[config.mk]
export PLATFORM = sky130hd
export DESIGN_NAME = hack_keyboard
export DESIGN_NICKNAME = d
export VERILOG_FILES = /design/src/rtl/hack_keyboard.sv
export SDC_FILE = /design/constraint.sdc
export NUM_CORES = 1
export LEC_CHECK = 0
export CAP_MARGIN = 20
export CELL_PAD_IN_SITES_DETAIL_PLACEMENT = 0
export CELL_PAD_IN_SITES_GLOBAL_PLACEMENT = 1
export CORE_MARGIN = 1
export CORE_UTILIZATION = 44
export DETAILED_ROUTE_END_ITERATION = 6
export GPL_ROUTABILITY_DRIVEN = 0
export GPL_TIMING_DRIVEN = 0
export MAX_ROUTING_LAYER = met4
export PLACE_DENSITY_LB_ADDON = 0.12
export SLEW_MARGIN = 20
export SYNTH_ARGS = -nofsm -noshare
export SYNTH_HDL_FRONTEND = slang
export SYNTH_SLANG_ARGS = --single-unit
[constraint.sdc]
create_clock -name clk -period 4 [get_ports clk]
set_input_delay 0.8 -clock clk [delete_from_list [all_inputs] [get_ports clk]]
set_output_delay 0.8 -clock clk [all_outputs]
set_load 0.005 [all_outputs]
[src/rtl/hack_keyboard.sv]
// hack_keyboard: PS/2 scan-code-set-2 receiver and Hack key-code mapper.
// Receives 11-bit frames from the keyboard, tracks E0/F0 prefixes and the
// shift keys, and holds the Hack code of the currently held key on
// hack_scancode (0 when no mapped key is held).
// Optional feature macro: HACK_KBD_PARITY_CHECK_EN (enforce odd parity).
module hack_keyboard #(
  parameter int TIMEOUT_CYCLES = 10000
) (
  input  logic       clk,
  input  logic       reset,
  input  logic       ps2_clk,
  input  logic       ps2_data,
  output logic [7:0] hack_scancode,
  output logic       key_strobe,
  output logic       frame_err
);

  localparam int WD_W = $clog2(TIMEOUT_CYCLES + 1);
  localparam logic [WD_W-1:0] WD_LIMIT = WD_W'(TIMEOUT_CYCLES);

  typedef enum logic [1:0] {IDLE, DATA, PARITY, STOP} frame_state_t;

  logic clk_s1, clk_s2, clk_prev;
  logic data_s1, data_s2;
  logic ps2_fall;

  frame_state_t state, state_n;
  logic [2:0]      bit_cnt, bit_cnt_n;
  logic [7:0]      rx_shift, rx_shift_n;
  logic [7:0]      rx_byte, rx_byte_n;
  logic [WD_W-1:0] wd_cnt, wd_cnt_n;
  logic            byte_valid, byte_valid_n;
  logic            frame_err_n;
  logic            parity_ok;

  logic       ext_flag, brk_flag, l_shift, r_shift;
  logic [7:0] make_code, lo_code, hi_code;

  // Map one set-2 key to its Hack code; 0 means the key is unmapped.
  function automatic logic [7:0] map_key(input logic ext, input logic shift,
                                         input logic [7:0] code);
    logic [7:0] m;
    m = 8'h00;
    if (ext) begin
      case (code)
        8'h5A: m = 8'd128;
        8'h6B: m = 8'd130;
        8'h75: m = 8'd131;
        8'h74: m = 8'd132;
        8'h72: m = 8'd133;
        8'h6C: m = 8'd134;
        8'h69: m = 8'd135;
        8'h7D: m = 8'd136;
        8'h7A: m = 8'd137;
        8'h70: m = 8'd138;
        8'h71: m = 8'd139;
        default: m = 8'h00;
      endcase
    end else begin
      case (code)
        8'h1C: m = 8'h61; 8'h32: m = 8'h62; 8'h21: m = 8'h63; 8'h23: m = 8'h64;
        8'h24: m = 8'h65; 8'h2B: m = 8'h66; 8'h34: m = 8'h67; 8'h33: m = 8'h68;
        8'h43: m = 8'h69; 8'h3B: m = 8'h6A; 8'h42: m = 8'h6B; 8'h4B: m = 8'h6C;
        8'h3A: m = 8'h6D; 8'h31: m = 8'h6E; 8'h44: m = 8'h6F; 8'h4D: m = 8'h70;
        8'h15: m = 8'h71; 8'h2D: m = 8'h72; 8'h1B: m = 8'h73; 8'h2C: m = 8'h74;
        8'h3C: m = 8'h75; 8'h2A: m = 8'h76; 8'h1D: m = 8'h77; 8'h22: m = 8'h78;
        8'h35: m = 8'h79; 8'h1A: m = 8'h7A;
        8'h45: m = shift ? 8'h29 : 8'h30;
        8'h16: m = shift ? 8'h21 : 8'h31;
        8'h1E: m = shift ? 8'h40 : 8'h32;
        8'h26: m = shift ? 8'h23 : 8'h33;
        8'h25: m = shift ? 8'h24 : 8'h34;
        8'h2E: m = shift ? 8'h25 : 8'h35;
        8'h36: m = shift ? 8'h5E : 8'h36;
        8'h3D: m = shift ? 8'h26 : 8'h37;
        8'h3E: m = shift ? 8'h2A : 8'h38;
        8'h46: m = shift ? 8'h28 : 8'h39;
        8'h0E: m = shift ? 8'h7E : 8'h60;
        8'h4E: m = shift ? 8'h5F : 8'h2D;
        8'h55: m = shift ? 8'h2B : 8'h3D;
        8'h54: m = shift ? 8'h7B : 8'h5B;
        8'h5B: m = shift ? 8'h7D : 8'h5D;
        8'h5D: m = shift ? 8'h7C : 8'h5C;
        8'h4C: m = shift ? 8'h3A : 8'h3B;
        8'h52: m = shift ? 8'h22 : 8'h27;
        8'h41: m = shift ? 8'h3C : 8'h2C;
        8'h49: m = shift ? 8'h3E : 8'h2E;
        8'h4A: m = shift ? 8'h3F : 8'h2F;
        8'h29: m = 8'h20;
        8'h5A: m = 8'd128;
        8'h66: m = 8'd129;
        8'h76: m = 8'd140;
        8'h05: m = 8'd141; 8'h06: m = 8'd142; 8'h04: m = 8'd143; 8'h0C: m = 8'd144;
        8'h03: m = 8'd145; 8'h0B: m = 8'd146; 8'h83: m = 8'd147; 8'h0A: m = 8'd148;
        8'h01: m = 8'd149; 8'h09: m = 8'd150; 8'h78: m = 8'd151; 8'h07: m = 8'd152;
        default: m = 8'h00;
      endcase
      // Only lowercase letters land in 0x61-0x7A; shifted symbols sit outside it
      if (shift && m >= 8'h61 && m <= 8'h7A) m = m - 8'h20;
    end
    return m;
  endfunction

  // Two-flop synchronizers; lines idle high so reset to 1 avoids a false edge
  always_ff @(posedge clk or posedge reset) begin
    if (reset) begin
      clk_s1   <= 1'b1;
      clk_s2   <= 1'b1;
      clk_prev <= 1'b1;
      data_s1  <= 1'b1;
      data_s2  <= 1'b1;
    end else begin
      clk_s1   <= ps2_clk;
      clk_s2   <= clk_s1;
      clk_prev <= clk_s2;
      data_s1  <= ps2_data;
      data_s2  <= data_s1;
    end
  end

  assign ps2_fall = clk_prev & ~clk_s2;

`ifdef HACK_KBD_PARITY_CHECK_EN
  logic parity_bit, parity_bit_n;
  assign parity_ok = ^{rx_shift, parity_bit};

  // Parity bit capture register
  always_ff @(posedge clk or posedge reset) begin
    if (reset) parity_bit <= 1'b0;
    else       parity_bit <= parity_bit_n;
  end
`else
  assign parity_ok = 1'b1;
`endif

  // Frame FSM and receive datapath registers
  always_ff @(posedge clk or posedge reset) begin
    if (reset) begin
      state      <= IDLE;
      bit_cnt    <= 3'd0;
      rx_shift   <= 8'h00;
      rx_byte    <= 8'h00;
      wd_cnt     <= '0;
      byte_valid <= 1'b0;
      frame_err  <= 1'b0;
    end else begin
      state      <= state_n;
      bit_cnt    <= bit_cnt_n;
      rx_shift   <= rx_shift_n;
      rx_byte    <= rx_byte_n;
      wd_cnt     <= wd_cnt_n;
      byte_valid <= byte_valid_n;
      frame_err  <= frame_err_n;
    end
  end

  // Next-state logic: an edge always wins over a watchdog expiry in the same cycle
  always_comb begin
    state_n      = state;
    bit_cnt_n    = bit_cnt;
    rx_shift_n   = rx_shift;
    rx_byte_n    = rx_byte;
    wd_cnt_n     = wd_cnt;
    byte_valid_n = 1'b0;
    frame_err_n  = 1'b0;
`ifdef HACK_KBD_PARITY_CHECK_EN
    parity_bit_n = parity_bit;
`endif
    if (ps2_fall) begin
      wd_cnt_n = '0;
      case (state)
        IDLE: begin
          if (!data_s2) begin
            state_n   = DATA;
            bit_cnt_n = 3'd0;
          end
        end
        DATA: begin
          rx_shift_n = {data_s2, rx_shift[7:1]};
          bit_cnt_n  = bit_cnt + 3'd1;
          if (bit_cnt == 3'd7) state_n = PARITY;
        end
        PARITY: begin
`ifdef HACK_KBD_PARITY_CHECK_EN
          parity_bit_n = data_s2;
`endif
          state_n = STOP;
        end
        STOP: begin
          state_n = IDLE;
          if (data_s2 && parity_ok) begin
            byte_valid_n = 1'b1;
            rx_byte_n    = rx_shift;
          end else begin
            frame_err_n = 1'b1;
          end
        end
        default: state_n = IDLE;
      endcase
    end else if (state != IDLE) begin
      if (wd_cnt == WD_LIMIT) begin
        state_n  = IDLE;
        wd_cnt_n = '0;
      end else begin
        wd_cnt_n = wd_cnt + 1'b1;
      end
    end
  end

  assign make_code = map_key(ext_flag, l_shift | r_shift, rx_byte);
  assign lo_code   = map_key(ext_flag, 1'b0, rx_byte);
  assign hi_code   = map_key(ext_flag, 1'b1, rx_byte);

  // Key decoder: a release clears the output if it matches the key under
  // either shift state, so letting go of shift first still clears the key
  always_ff @(posedge clk or posedge reset) begin
    if (reset) begin
      hack_scancode <= 8'h00;
      key_strobe    <= 1'b0;
      ext_flag      <= 1'b0;
      brk_flag      <= 1'b0;
      l_shift       <= 1'b0;
      r_shift       <= 1'b0;
    end else begin
      key_strobe <= 1'b0;
      if (byte_valid) begin
        if (rx_byte == 8'hE0) begin
          ext_flag <= 1'b1;
        end else if (rx_byte == 8'hF0) begin
          brk_flag <= 1'b1;
        end else begin
          ext_flag <= 1'b0;
          brk_flag <= 1'b0;
          if (rx_byte == 8'h12) l_shift <= ~brk_flag;
          if (rx_byte == 8'h59) r_shift <= ~brk_flag;
          if (make_code != 8'h00) begin
            if (!brk_flag) begin
              hack_scancode <= make_code;
              key_strobe    <= 1'b1;
            end else if (hack_scancode == lo_code || hack_scancode == hi_code) begin
              hack_scancode <= 8'h00;
            end
          end
        end
      end
    end
  end

endmodule

==> results.cfg <==
[run_status]
outcome = complete, but fails checks
violations = DRC

[finish]
postLayoutCoreUtil_pct = 54.6
nFillCells = 1376
drive_gt1_share_pct = 23.9
design_area_sq_mm = 0.00799
stdcell_count = 1076
syn_to_final_growth_pct = 20.0
nNetsFinal = 912
final_cell_mix = nand2_1, o21ai_0, nor2_1
final_common_cell = nand2_1
n_antenna_cell = 0

[global_route]
first_global_vias = 7549
grt_overflow = 0
grt_pass1_wl_mm = 42.9
grt_usage_pct = 36.1
antenna_found_initial = 0
met1_usage_pct = 44.4
grt_max_degree = 56
globalRouteMet2Util_pct = 54.2
top_usage_layer = met2
gr-usage-met3_pct = 10.4

[placement]
place.port_buffers = 13
dp_hpwl_mm = 19.6
dp_cells = 1040
placed_cell_area_sq_mm = 0.00703
pre_cts_slack_ps = -1390

[timing]
hold_viol_final = 0
fin_skew_ps = 20.2
setup_violations = 0
slew_violations = 0
fmax_ghz = 0.252
setup_ws_ps = 31.1
fin_crit_ps = 3970
maxSlewHeadroom_pct = 35.5
finalCritPeriodShare_pct = 99.2
tightest_slew_ps = 959

[clocking]
root_buffer = clkbuf_16
cts_buffer_depth = 2
cts_tree = yes
cts.htree.levels = 2
numCtsBuffers = 5
hold_buffers = 0
insertion_delay_ps = 310
clk_pin_slew_ps = 80
cts.sinks = 55

[detailed_routing]
dr.pass1.iters = 7
ant_nets = 0
totalWireLength_mm = 27.1
drtIter0Drc = 1638
avgViaCountPerCell = 7.26
wl_per_cell_um = 25.2
vias = 7808
drc_errors = 76

[synth]
synth_cell_types = 94
synth_area_sq_mm = 0.00666
synth_area_per_cell_sq_um = 7.90
yosysWarnings = 0
yosysSeqAreaShare_pct = 20.7
synth-async-reset-ratio_pct = 100
syn_nets = 864
ys_ff_latch = 55
synth_edf_count = 0
syn_inst = 843
synth_ff_type = dfrtp_1

[hold_path]
hold_path.startpoint = clk_s1
hold-path-endpoint = clk_s2
min_path_type = reg2reg
hold_depth = 0

[worst_setup_path]
path_cells = buf_2 > buf_4 > nor2_1 > buf_2 > a21oi_4 > a311oi_1 > o211ai_1 > buf_4 > or3_1 > a21oi_1 > a32oi_2 > o311a_1 > a211o_1
arrival_ps = 4170
slowest_stage = a311oi_1
worstPathMaxFanout = 10
slowest_delay_ps = 430
crit_buf_inv = 4
path_class = reg2reg
crit_family = compound AO/OA/AOI/OAI gates
r2r_start = rx_byte[5]
r2r_slack_ps = 30
start_kind = flop
cp.required_ps = 4200
r2r-end = hack_scancode[0]
rr_worst_depth = 13
endpoint_kind = flop

[floorplan]
io_pins = 14
dieWidth_um = 125
num_rows = 44
core_region_area_sq_mm = 0.0146
die_area_sq_mm = 0.0156
dieHeight_um = 125
start_util_pct = 45.5

[power_and_ir_drop]
power_density_mw_per_mm2 = 188
p_leak_nw = 3.21
total_power_w = 0.00150
vdd_drop_max_mv = 0.365

[flow_run]
cap_violations = 0
worst reg2reg max path, cell delays in order, from the launching register on:
cell and delay (ps):
dfrtp_1 380, buf_2 180, buf_4 200, nor2_1 230
buf_2 390, a21oi_4 190, a311oi_1 430, o211ai_1 290
buf_4 220, or3_1 380, a21oi_1 190, a32oi_2 150
o311a_1 420, a211o_1 230
how the worst max path moves through the flow:
stage / slack [ps] / from / depth (start not counted) / end
floorplan: 130 / rx_byte[0] / 14 / hack_scancode[0]
global placement: -1380 / rx_byte[1] / 17 / hack_scancode[5]
detailed placement: -1390 / rx_byte[1] / 17 / hack_scancode[0]
CTS: 20 / rx_byte[0] / 16 / hack_scancode[0]
global route: -10 / rx_byte[7] / 15 / hack_scancode[5]
finish: 30 / rx_byte[5] / 13 / hack_scancode[0]
cell type report:
type / instances / area (sq um) / area share, %
tap: 184 / 230 / 2.88
clock buffer: 6 / 129 / 1.61
inverter: 20 / 83.8 / 1.05
multi-input combinational: 694 / 5190 / 64.9
timing repair buffer: 43 / 368 / 4.60
sequential: 55 / 1390 / 17.3
buffer: 72 / 548 / 6.86
clock inverter: 2 / 60.1 / 0.751
synthesized netlist by cell type, types with 12 or more instances:
cell type	number	share of area [%]
a21oi_1	46	3.5
dfrtp_1	50	19
buf_2	23	1.7
o211ai_1	15	1.7
o21ai_0	61	4.6
a31oi_1	14	1.3
mux2_2	18	3.0
and2_1	12	1.1
buf_6	15	2.5
nor2_1	55	3.1
nor2b_1	22	2.1
clkbuf_1	24	1.4
nor3_1	29	2.2
ha_1	17	3.2
nand3_1	36	2.7
inv_1	20	1.1
and3_1	17	1.6
nand4_1	13	1.2
nand2_1	64	3.6
nand2b_1	20	1.9
report_power, final:
| part | internal (W) | switching (W) | total (W) |
|---|---|---|---|
| Sequential | 0.000606 | 0.0000413 | 0.000647 |
| Combinational | 0.000110 | 0.000170 | 0.000280 |
| Clock | 0.000360 | 0.000216 | 0.000576 |
| Total | 0.00108 | 0.000427 | 0.00150 |
sequential cells by signal, summed over array words and instances (netlist names), 2 cells and up:
register,flops
wd_cnt,14
hack_scancode,8
rx_byte,8
rx_shift,8
bit_cnt,3
state,2
through the flow:
stage / setup TNS (ps) / hold WS [ps]
2_1_floorplan: 0 / 345
3_3_place_gp: -10990 / 346
5_1_grt: -26.4 / 361
4_1_cts: 0 / 360
6_report: 0 / 358
3_5_place_dp: -11000 / 347
routing by layer:
layer	part of all wire, %	wire, um
met4	6.3	1720
met2	43	11700
met5	0	0
met1	39	10600
met3	11	3100
logic make-up (layout without fill, tap and decap cells):
kind of cell    after synthesis  count (layout)  share of synthesized area (%)
buf+inv                      94             143                           8.43
mux                          31              31                           5.73
simple gates                355             355                           30.2
flops                        55              55                           20.7
xor+xnor                     12              12                           1.69
fa+ha+maj                    17              17                           3.19
compound gates              279             279                           30.0
timing repair:
action | in CTS | in global routing
endpoints found under the setup margin | 9 | 9
hold endpoints to repair | 0 | 0
pin swaps | 10 | 22
gates resized for setup | 58 | 69
buffers inserted | 13 | 17
No activity file was read; power rests on OpenSTA's default activity.
==> patch: new RTL, same settings <==
The parameter `TIMEOUT_CYCLES` goes from 10000 to 40000.
--- a/src/rtl/hack_keyboard.sv
+++ b/src/rtl/hack_keyboard.sv
@@ -6,3 +6,3 @@
 module hack_keyboard #(
-  parameter int TIMEOUT_CYCLES = 10000
+  parameter int TIMEOUT_CYCLES = 40000
 ) (
Function: same outputs for any inputs over 4 cycles, from zero or initial values and one cycle with reset high; that may be too few to reach the edited logic, so the function may still have changed.
==> patch against the unedited design <==
  * The flow still finishes with violations (DRC)
  * Wire length is 0.61% higher
  * Clock power up 38%
  * Power up 31%
  * Cell count down 4.7%
  * Global-route usage increased by 3.0 points
  * Combinational power is 73% higher
  * Setup slack better by 0.011 ns
  * Design area is 8.4% lower
  * Worst hold slack worse by 0.0041 ns
  * First-iteration DRC count fell by 1.9%
  * Synthesized area decreased by 6.9%
  * Sequential cell count rose by 2
  * Largest cell class unchanged
==> patch: results (changes against the unedited design) <==
cts:
  clock_latency_ns: 0.34  # +0.03 ns
  htreeDepth: 3  # +1
  clkTransAtPathRegs_ns: 0.05  # -0.03 ns
  cts_buffers: 9  # +4
synth:
  synth.area.mux_share: 0.0605  # +0.00325
  synth_fp_nets: 818  # -5.3%
  synth_compound_area_frac: 0.315  # +0.0148
  synth_xor_area_frac: 0.0268  # +0.00993
  yosysSeqAreaShare: 0.231  # +0.0235
  synth_commonest_cells: "64 x a21oi_1, 57 x nor2_1, 52 x dfrtp_1, 52 x o21ai_0, 51 x nand2_1"
  synthTopCellsByArea: "dfrtp_1 21%, a21oi_1 5.2%, o21ai_0 4.2%, ha_1 3.6%, mux2_2 3.6%"
  synth_cell_types: 92  # -2.1%
layout:
  area.sequential_mm2: 0.00144  # +3.5%
  fillCellCount: 1303  # -5.3%
  nets: 862  # -5.5%
  layout-drive-gt1-share: 0.220  # -0.0187
grt:
  grt_max_degree: 58  # +3.6%
  grt_pass1_wl_um: 41500  # -3.4%
  grt_usage: 0.391  # +0.0303
  grt_pass1_vias: 7081  # -6.2%
place:
  hpwlAfterDp_um: 19000  # -3.4%
  dp_slack_ns: -1.05  # +0.345 ns
detailed_routing:
  drt-initial-drc-count: 1607  # -1.9%
  vias: 7562  # -3.2%
  drc: 1  # -99%
  wl_um: 27300  # +0.61%
pwr:
  ir_drop_mv: 0.334  # -8.6%
  leakagePower_nw: 2.80  # -13%
worst_setup_path:
  crit_slowest_cell: "a2111oi_1"
  cp_slowest_stage_delay_ns: 0.78  # +0.35 ns
status:
  failed_checks: "DRC"
  status: "finished, violations left"
timing:
  fin_worst_skew_ns: 0.0118  # -0.00839 ns
  relSlewSlack: 0.363  # +0.00785
## patch: path summary, 6_finish.rpt
check	from	endpoint	slack, ns	cells past startpoint
max	rx_byte[5]$_DFFE_PP0P_	hack_scancode[6]$_DFFE_PP0P_	0.04	11
min	clk_s1$_DFF_PP1_	clk_s2$_DFF_PP1_	0.35	0
max reg2reg	rx_byte[5]$_DFFE_PP0P_	hack_scancode[6]$_DFFE_PP0P_	0.04	11
min reg2reg	clk_s1$_DFF_PP1_	clk_s2$_DFF_PP1_	0.35	0
max in group asynchronous	reset	rx_byte[1]$_DFFE_PP0P_	2.54	2
min in group asynchronous	reset	rx_byte[5]$_DFFE_PP0P_	0.96	2
## patch: final cells by class
| class | count | area share |
|---|---|---|
| multi-input cells | 649 | 0.624 |
| flip-flops and latches | 57 | 0.196 |
| plain buffers | 65 | 0.0538 |
| repair buffers | 35 | 0.0403 |
| clock buffers | 14 | 0.0374 |
| well taps | 180 | 0.0308 |
| inverters | 23 | 0.0126 |
| clock inverters | 2 | 0.00479 |
## patch: cell families (layout without fill, tap and decap cells)
logic type               after synthesis  after routing
AO/OA/AOI/OAI                        283            283
XOR/XNOR                              19             19
adder cells (fa/ha/maj)               18             18
buffers and inverters                 90            139
flip-flops                            57             57
multiplexers                          34             34
AND/OR/NAND/NOR                      295            295
## patch: stage by stage
step	total power, mW	cells	hold slack [ns]
floorplan	1.02	796	0.345
global placement	1.14	989	0.347
CTS	1.96	1013	0.354
detailed placement	1.15	989	0.347
global route	2.06	1025	0.355
finish	1.97	1025	0.354
## patch: timing repair
item | in CTS | in global routing
setup buffers | 8 | 14
gates cloned | 0 | 0
endpoints found under the setup margin | 9 | 9
pin swaps | 4 | 16
resized for setup | 37 | 55
## patch: critical path: cells and delay by family (launching register included)
kind,cells,cell delay (ns)
AO/OA/AOI/OAI,4,1.56
buffers and inverters,3,0.68
flip-flops,1,0.39
multiplexers,1,0.27
AND/OR/NAND/NOR,3,1.01
## patch: report_power, final
part / internal (mW) / switching, mW
sequential: 0.635 / 0.0528
combinational: 0.181 / 0.304
clock: 0.531 / 0.263
## patch: routing by layer
| metal | up-vias | wire length [µm] | GRT usage |
|---|---|---|---|
| li1 | 3120 | - | - |
| met1 | 3515 | 10300 | 0.481 |
| met2 | 703 | 10800 | 0.537 |
| met3 | 224 | 4020 | 0.153 |
| met4 | 0 | 2080 | 0.231 |
| met5 | - | 0 | - |
